### config.mk
export PLATFORM = sky130hd
export DESIGN_NAME = morse_decoder
export DESIGN_NICKNAME = d
export VERILOG_FILES = /design/src/rtl/morse_decoder.sv
export SDC_FILE = /design/constraint.sdc
export NUM_CORES = 1
export LEC_CHECK = 0
export CELL_PAD_IN_SITES_DETAIL_PLACEMENT = 0
export CELL_PAD_IN_SITES_GLOBAL_PLACEMENT = 2
export CORE_MARGIN = 8
export CORE_UTILIZATION = 38
export CTS_CLUSTER_DIAMETER = 100
export CTS_CLUSTER_SIZE = 24
export DETAILED_ROUTE_END_ITERATION = 16
export GPL_TIMING_DRIVEN = 0
export PLACE_DENSITY = 0.83
export SYNTH_ARGS = -nofsm -noshare
export SYNTH_HDL_FRONTEND = slang
export SYNTH_SLANG_ARGS = --single-unit
### constraint.sdc
create_clock -name CLOCK_50 -period 3.2 [get_ports CLOCK_50]
set_clock_uncertainty 0.05 [all_clocks]
set_input_delay 0.64 -clock CLOCK_50 [delete_from_list [all_inputs] [get_ports CLOCK_50]]
set_output_delay 0.64 -clock CLOCK_50 [all_outputs]
set_load 0.05 [all_outputs]
### src/rtl/morse_decoder.sv
// Morse key receiver: times presses/releases, assembles dots and dashes into letters A-H, drives HEX0.
// Latency: valid/err pulse GAP_END+3 clocks after the key is released at the end of a letter.
// Backpressure: none; results are one-cycle strobes and the last glyph is held on HEX0.
module morse_decoder #(
  parameter int CW        = 26,
  parameter int MIN_PRESS = 500000,
  parameter int DASH_MIN  = 37500000,
  parameter int GAP_END   = 50000000
) (
  input  logic       CLOCK_50,
  input  logic       reset,
  input  logic       key_n,
  output logic [2:0] letter,
  output logic       valid,
  output logic       err,
  output logic       busy,
  output logic [0:6] HEX0
);

  localparam logic [CW-1:0] MIN_C  = CW'(MIN_PRESS);
  localparam logic [CW-1:0] DASH_C = CW'(DASH_MIN);
  localparam logic [CW-1:0] GAP_C  = CW'(GAP_END);
  localparam logic [CW-1:0] ONE_C  = CW'(1);

  typedef enum logic [1:0] {IDLE, PRESS, GAP, DONE} state_t;

  state_t        state;
  logic [CW-1:0] cnt;
  logic [2:0]    len;
  logic [3:0]    pat;
  logic          sync_1;
  logic          sync_2;
  logic          k;
  logic          dec_ok;
  logic [2:0]    dec_idx;

  // glyph for a decoded letter index, segments a..g active-low
  function automatic logic [0:6] glyph(input logic [2:0] idx);
    case (idx)
      3'd0:    glyph = 7'b0001000; // A
      3'd1:    glyph = 7'b1100000; // b
      3'd2:    glyph = 7'b0110001; // C
      3'd3:    glyph = 7'b1000010; // d
      3'd4:    glyph = 7'b0110000; // E
      3'd5:    glyph = 7'b0111000; // F
      3'd6:    glyph = 7'b0100001; // G
      default: glyph = 7'b1001000; // H
    endcase
  endfunction

  // two-stage synchronizer for the asynchronous key; idles released (1)
  always_ff @(posedge CLOCK_50 or negedge reset) begin
    if (!reset) begin
      sync_1 <= 1'b1;
      sync_2 <= 1'b1;
    end else begin
      sync_1 <= key_n;
      sync_2 <= sync_1;
    end
  end

  assign k    = ~sync_2;
  assign busy = (state != IDLE);

  // code table lookup; bits of pat above len are always zero, so only the low len bits matter
  always_comb begin
    dec_ok  = 1'b0;
    dec_idx = 3'd0;
    case (len)
      3'd1: if (pat[0] == 1'b0) begin dec_ok = 1'b1; dec_idx = 3'd4; end
      3'd2: if (pat[1:0] == 2'b01) begin dec_ok = 1'b1; dec_idx = 3'd0; end
      3'd3: begin
        if (pat[2:0] == 3'b100) begin dec_ok = 1'b1; dec_idx = 3'd3; end
        if (pat[2:0] == 3'b110) begin dec_ok = 1'b1; dec_idx = 3'd6; end
      end
      3'd4: begin
        case (pat)
          4'b1000: begin dec_ok = 1'b1; dec_idx = 3'd1; end
          4'b1010: begin dec_ok = 1'b1; dec_idx = 3'd2; end
          4'b0010: begin dec_ok = 1'b1; dec_idx = 3'd5; end
          4'b0000: begin dec_ok = 1'b1; dec_idx = 3'd7; end
          default: ;
        endcase
      end
      default: ; // len 0 cannot reach decode; len 5 is overflow
    endcase
  end

  // press/gap timing FSM; the result is registered on entry to DONE so it is visible during DONE
  always_ff @(posedge CLOCK_50 or negedge reset) begin
    if (!reset) begin
      state  <= IDLE;
      cnt    <= '0;
      len    <= 3'd0;
      pat    <= 4'd0;
      letter <= 3'd0;
      valid  <= 1'b0;
      err    <= 1'b0;
      HEX0   <= 7'b1111111;
    end else begin
      valid <= 1'b0;
      err   <= 1'b0;
      case (state)
        IDLE: begin
          cnt <= '0;
          if (k) begin
            state <= PRESS;
            cnt   <= ONE_C;
          end
        end
        PRESS: begin
          if (!k) begin
            if (cnt < MIN_C) begin
              // bounce: drop it; if symbols are pending, restart gap timing from the release
              state <= (len != 3'd0) ? GAP : IDLE;
              cnt   <= (len != 3'd0) ? ONE_C : '0;
            end else begin
              pat   <= {pat[2:0], (cnt >= DASH_C)};
              if (len != 3'd5) len <= len + 3'd1;
              state <= GAP;
              cnt   <= ONE_C;
            end
          end else if (cnt != '1) begin
            cnt <= cnt + ONE_C;
          end
        end
        GAP: begin
          // a press takes priority over the gap expiring in the same cycle
          if (k) begin
            state <= PRESS;
            cnt   <= ONE_C;
          end else if (cnt == GAP_C) begin
            state <= DONE;
            if (dec_ok) begin
              valid  <= 1'b1;
              letter <= dec_idx;
              HEX0   <= glyph(dec_idx);
            end else begin
              err  <= 1'b1;
              HEX0 <= 7'b1111110;
            end
          end else begin
            cnt <= cnt + ONE_C;
          end
        end
        DONE: begin
          len   <= 3'd0;
          pat   <= 4'd0;
          cnt   <= '0;
          state <= IDLE;
        end
        default: state <= IDLE;
      endcase
    end
  end

endmodule

==> flow_metrics.tcl <==
set metrics [dict create \
    final_cell_mix "40 x dfrtp_1, 24 x o21ai_0, 22 x nor2_1" \
    synth_enable_flop_cells 0 \
    clock-sinks 49 \
    fin_crit_sh 0.832 \
    rows 32 \
    status "finished clean" \
    area_delta_synth_final_pct 12.7 \
    synth_cell_types 68 \
    io_buffers 15 \
    seq_area_frac_synth 0.403 \
    antennaDiodeCount 0 \
    timing.final.crit_period_ps 2660 \
    ys.flop_type "dfrtp_1" \
    drive_gt1_frac 0.202 \
    ctsLongestPathBuffers 2 \
    worst-setup-path-type "flop to output pin" \
    cellLeakagePower_nw 1.36 \
    dr.pass1.iters 5 \
    critical_path_arrival_ps 1970 \
    fillerInstances 796 \
    async_flop_share 1.00 \
    setup_ws_ps 537 \
    cts_setup_buffers 0 \
    maxSlewViolCount 0 \
    layout.nets 360 \
    antenna_found_initial 0 \
    routed_wl_um 7760 \
    dieArea_um2 11200 \
    globalRoute.totalOverflow 0 \
    drc_errors 0 \
    synth_seq_cells 49 \
    fin_tns_setup_ps 0 \
    utilization 0.446 \
    placed_cells 445 \
    pre_cts_slack_ps 642 \
    grt_pass1_vias 2635 \
    dp_hpwl_um 5830 \
    viasPerCell 5.78 \
    hold_viol 0 \
    reg2reg_from "state[0]" \
    ios 16 \
    insertion_delay_ps 310 \
    netlist_instances 327 \
    drv_cap 0 \
    htreeDepth 2 \
    yosysWarningCount 0 \
    layout_commonest_cell "dfrtp_1" \
    synth_area_um2 3070 \
    r2r_cells 7 \
    required_ps 2510 \
    worst_pin_slew_ps 826 \
    pwr_density_cell_nw_per_um2 318 \
    hp-class "input pin to async pin" \
    ctsResizeCount 0 \
    end_kind "output pin" \
    ir_worst_vdd_mv 0.166 \
    grt_pass1_wl_um 13500 \
    cts_buffers 5 \
    routedWlPerCell_um 17.1 \
    reg2reg_to "cnt[2]" \
    fmax_mhz 376 \
    ant_nets 0 \
    avgSynthCellArea_um2 9.39 \
    cts_root_buf "clkbuf_8" \
    r2r_slack_ps 550 \
    cts.clk_slew.worst_paths_ps 90 \
    coreArea_um2 7770 \
    relSlewSlack 0.442 \
    vias 2617 \
    tritoncts "done" \
    hold_buffers 0 \
    setup_viol 0 \
    grt_max_degree 26 \
    dieWidth_um 106 \
    start_util 0.395 \
    instances_no_fill 453 \
    syn_nets 337 \
    die_h_um 106 \
    cp-start-kind "flop" \
    routabilityCongestion 0.801 \
    rsz0062_at_grt "no" \
    worstPathMaxFanout 10 \
    track_usage 0.145 \
    drtIter0Drc 86 \
]
[area by class of cell]
type | count | area (µm²) | share of cell area
inverters | 12 | 45.0 | 0.0130
clock buffers | 6 | 82.6 | 0.0239
clock inverters | 2 | 13.8 | 0.00398
flip-flops and latches | 49 | 1240 | 0.358
repair buffers | 16 | 165 | 0.0477
well taps | 102 | 128 | 0.0369
multi-input cells | 249 | 1680 | 0.484
plain buffers | 17 | 113 | 0.0325
[per-stage QoR]
stage          hold WS (ps)  total power [mW]  cell area [µm²]
2_1_floorplan           294             0.688             3070
3_3_place_gp            297             0.719             3350
3_5_place_dp            301             0.722             3360
4_1_cts                 291              1.12             3460
5_1_grt                 316              1.15             3460
6_report                282              1.10             3460
[flip-flops by register name, summed over array words and instances, names as in the netlist]
| register | cells |
|---|---|
| err | 1 |
| state | 2 |
| sync_2 | 1 |
| cnt | 26 |
| valid | 1 |
| len | 3 |
| letter | 3 |
| HEX0 | 7 |
| pat | 4 |
| sync_1 | 1 |
[report_power, final]
group          switching [mW]  internal [mW]
sequential             0.0104          0.627
clock                   0.217          0.176
combinational          0.0478         0.0234
total                   0.275          0.826
[worst max-delay path by stage]
stage,slack [ps],cells past startpoint,endpoint,startpoint
floorplan,900,8,letter[2],cnt[5]
global placement,-110,1,err,reset
detailed placement,640,8,cnt[4],cnt[0]
CTS,500,3,busy,state[0]
global route,340,7,cnt[8],state[0]
finish,540,3,busy,state[0]
[logic make-up after synthesis]
kind of cell / after synthesis / synth area share
and+or+nand+nor: 137 / 0.270
AOI/OAI and AO/OA: 94 / 0.212
DFF: 49 / 0.403
buffers and inverters: 29 / 0.0513
adders and majority gates: 7 / 0.0285
muxes: 6 / 0.0208
xor gates and xnor gates: 5 / 0.0143
[routing by layer]
| layer | up-vias | track usage | share of wire |
|---|---|---|---|
| met3 | 9 | 0.0223 | 0.029 |
| met4 | 0 | 0.0412 | 0.012 |
| met5 | - | 0 | 0 |
| li1 | 1288 | - | - |
| met2 | 28 | 0.244 | 0.50 |
| met1 | 1292 | 0.187 | 0.46 |
[critical path, cell delays in order (launching register included)]
cell             delay [ps]
dfrtp_1                 370
clkbuf_1                330
or2_2                   180
clkdlybuf4s50_1         790
[synth_stat cells, types with 6 or more instances]
library cell  number  area share
a21oi_1           17       0.028
a21oi_2            9       0.026
dfrtp_1           40        0.33
dfstp_2            9       0.077
ha_1               7       0.029
inv_1             12       0.015
nand2_1           20       0.024
nand3_1           18       0.029
nand4_1           10       0.020
nor2_1            22       0.027
o21ai_0           24       0.039
o31ai_1            9       0.022
or4_2              6       0.017
Note: power is estimated with default switching activity, not from simulation.
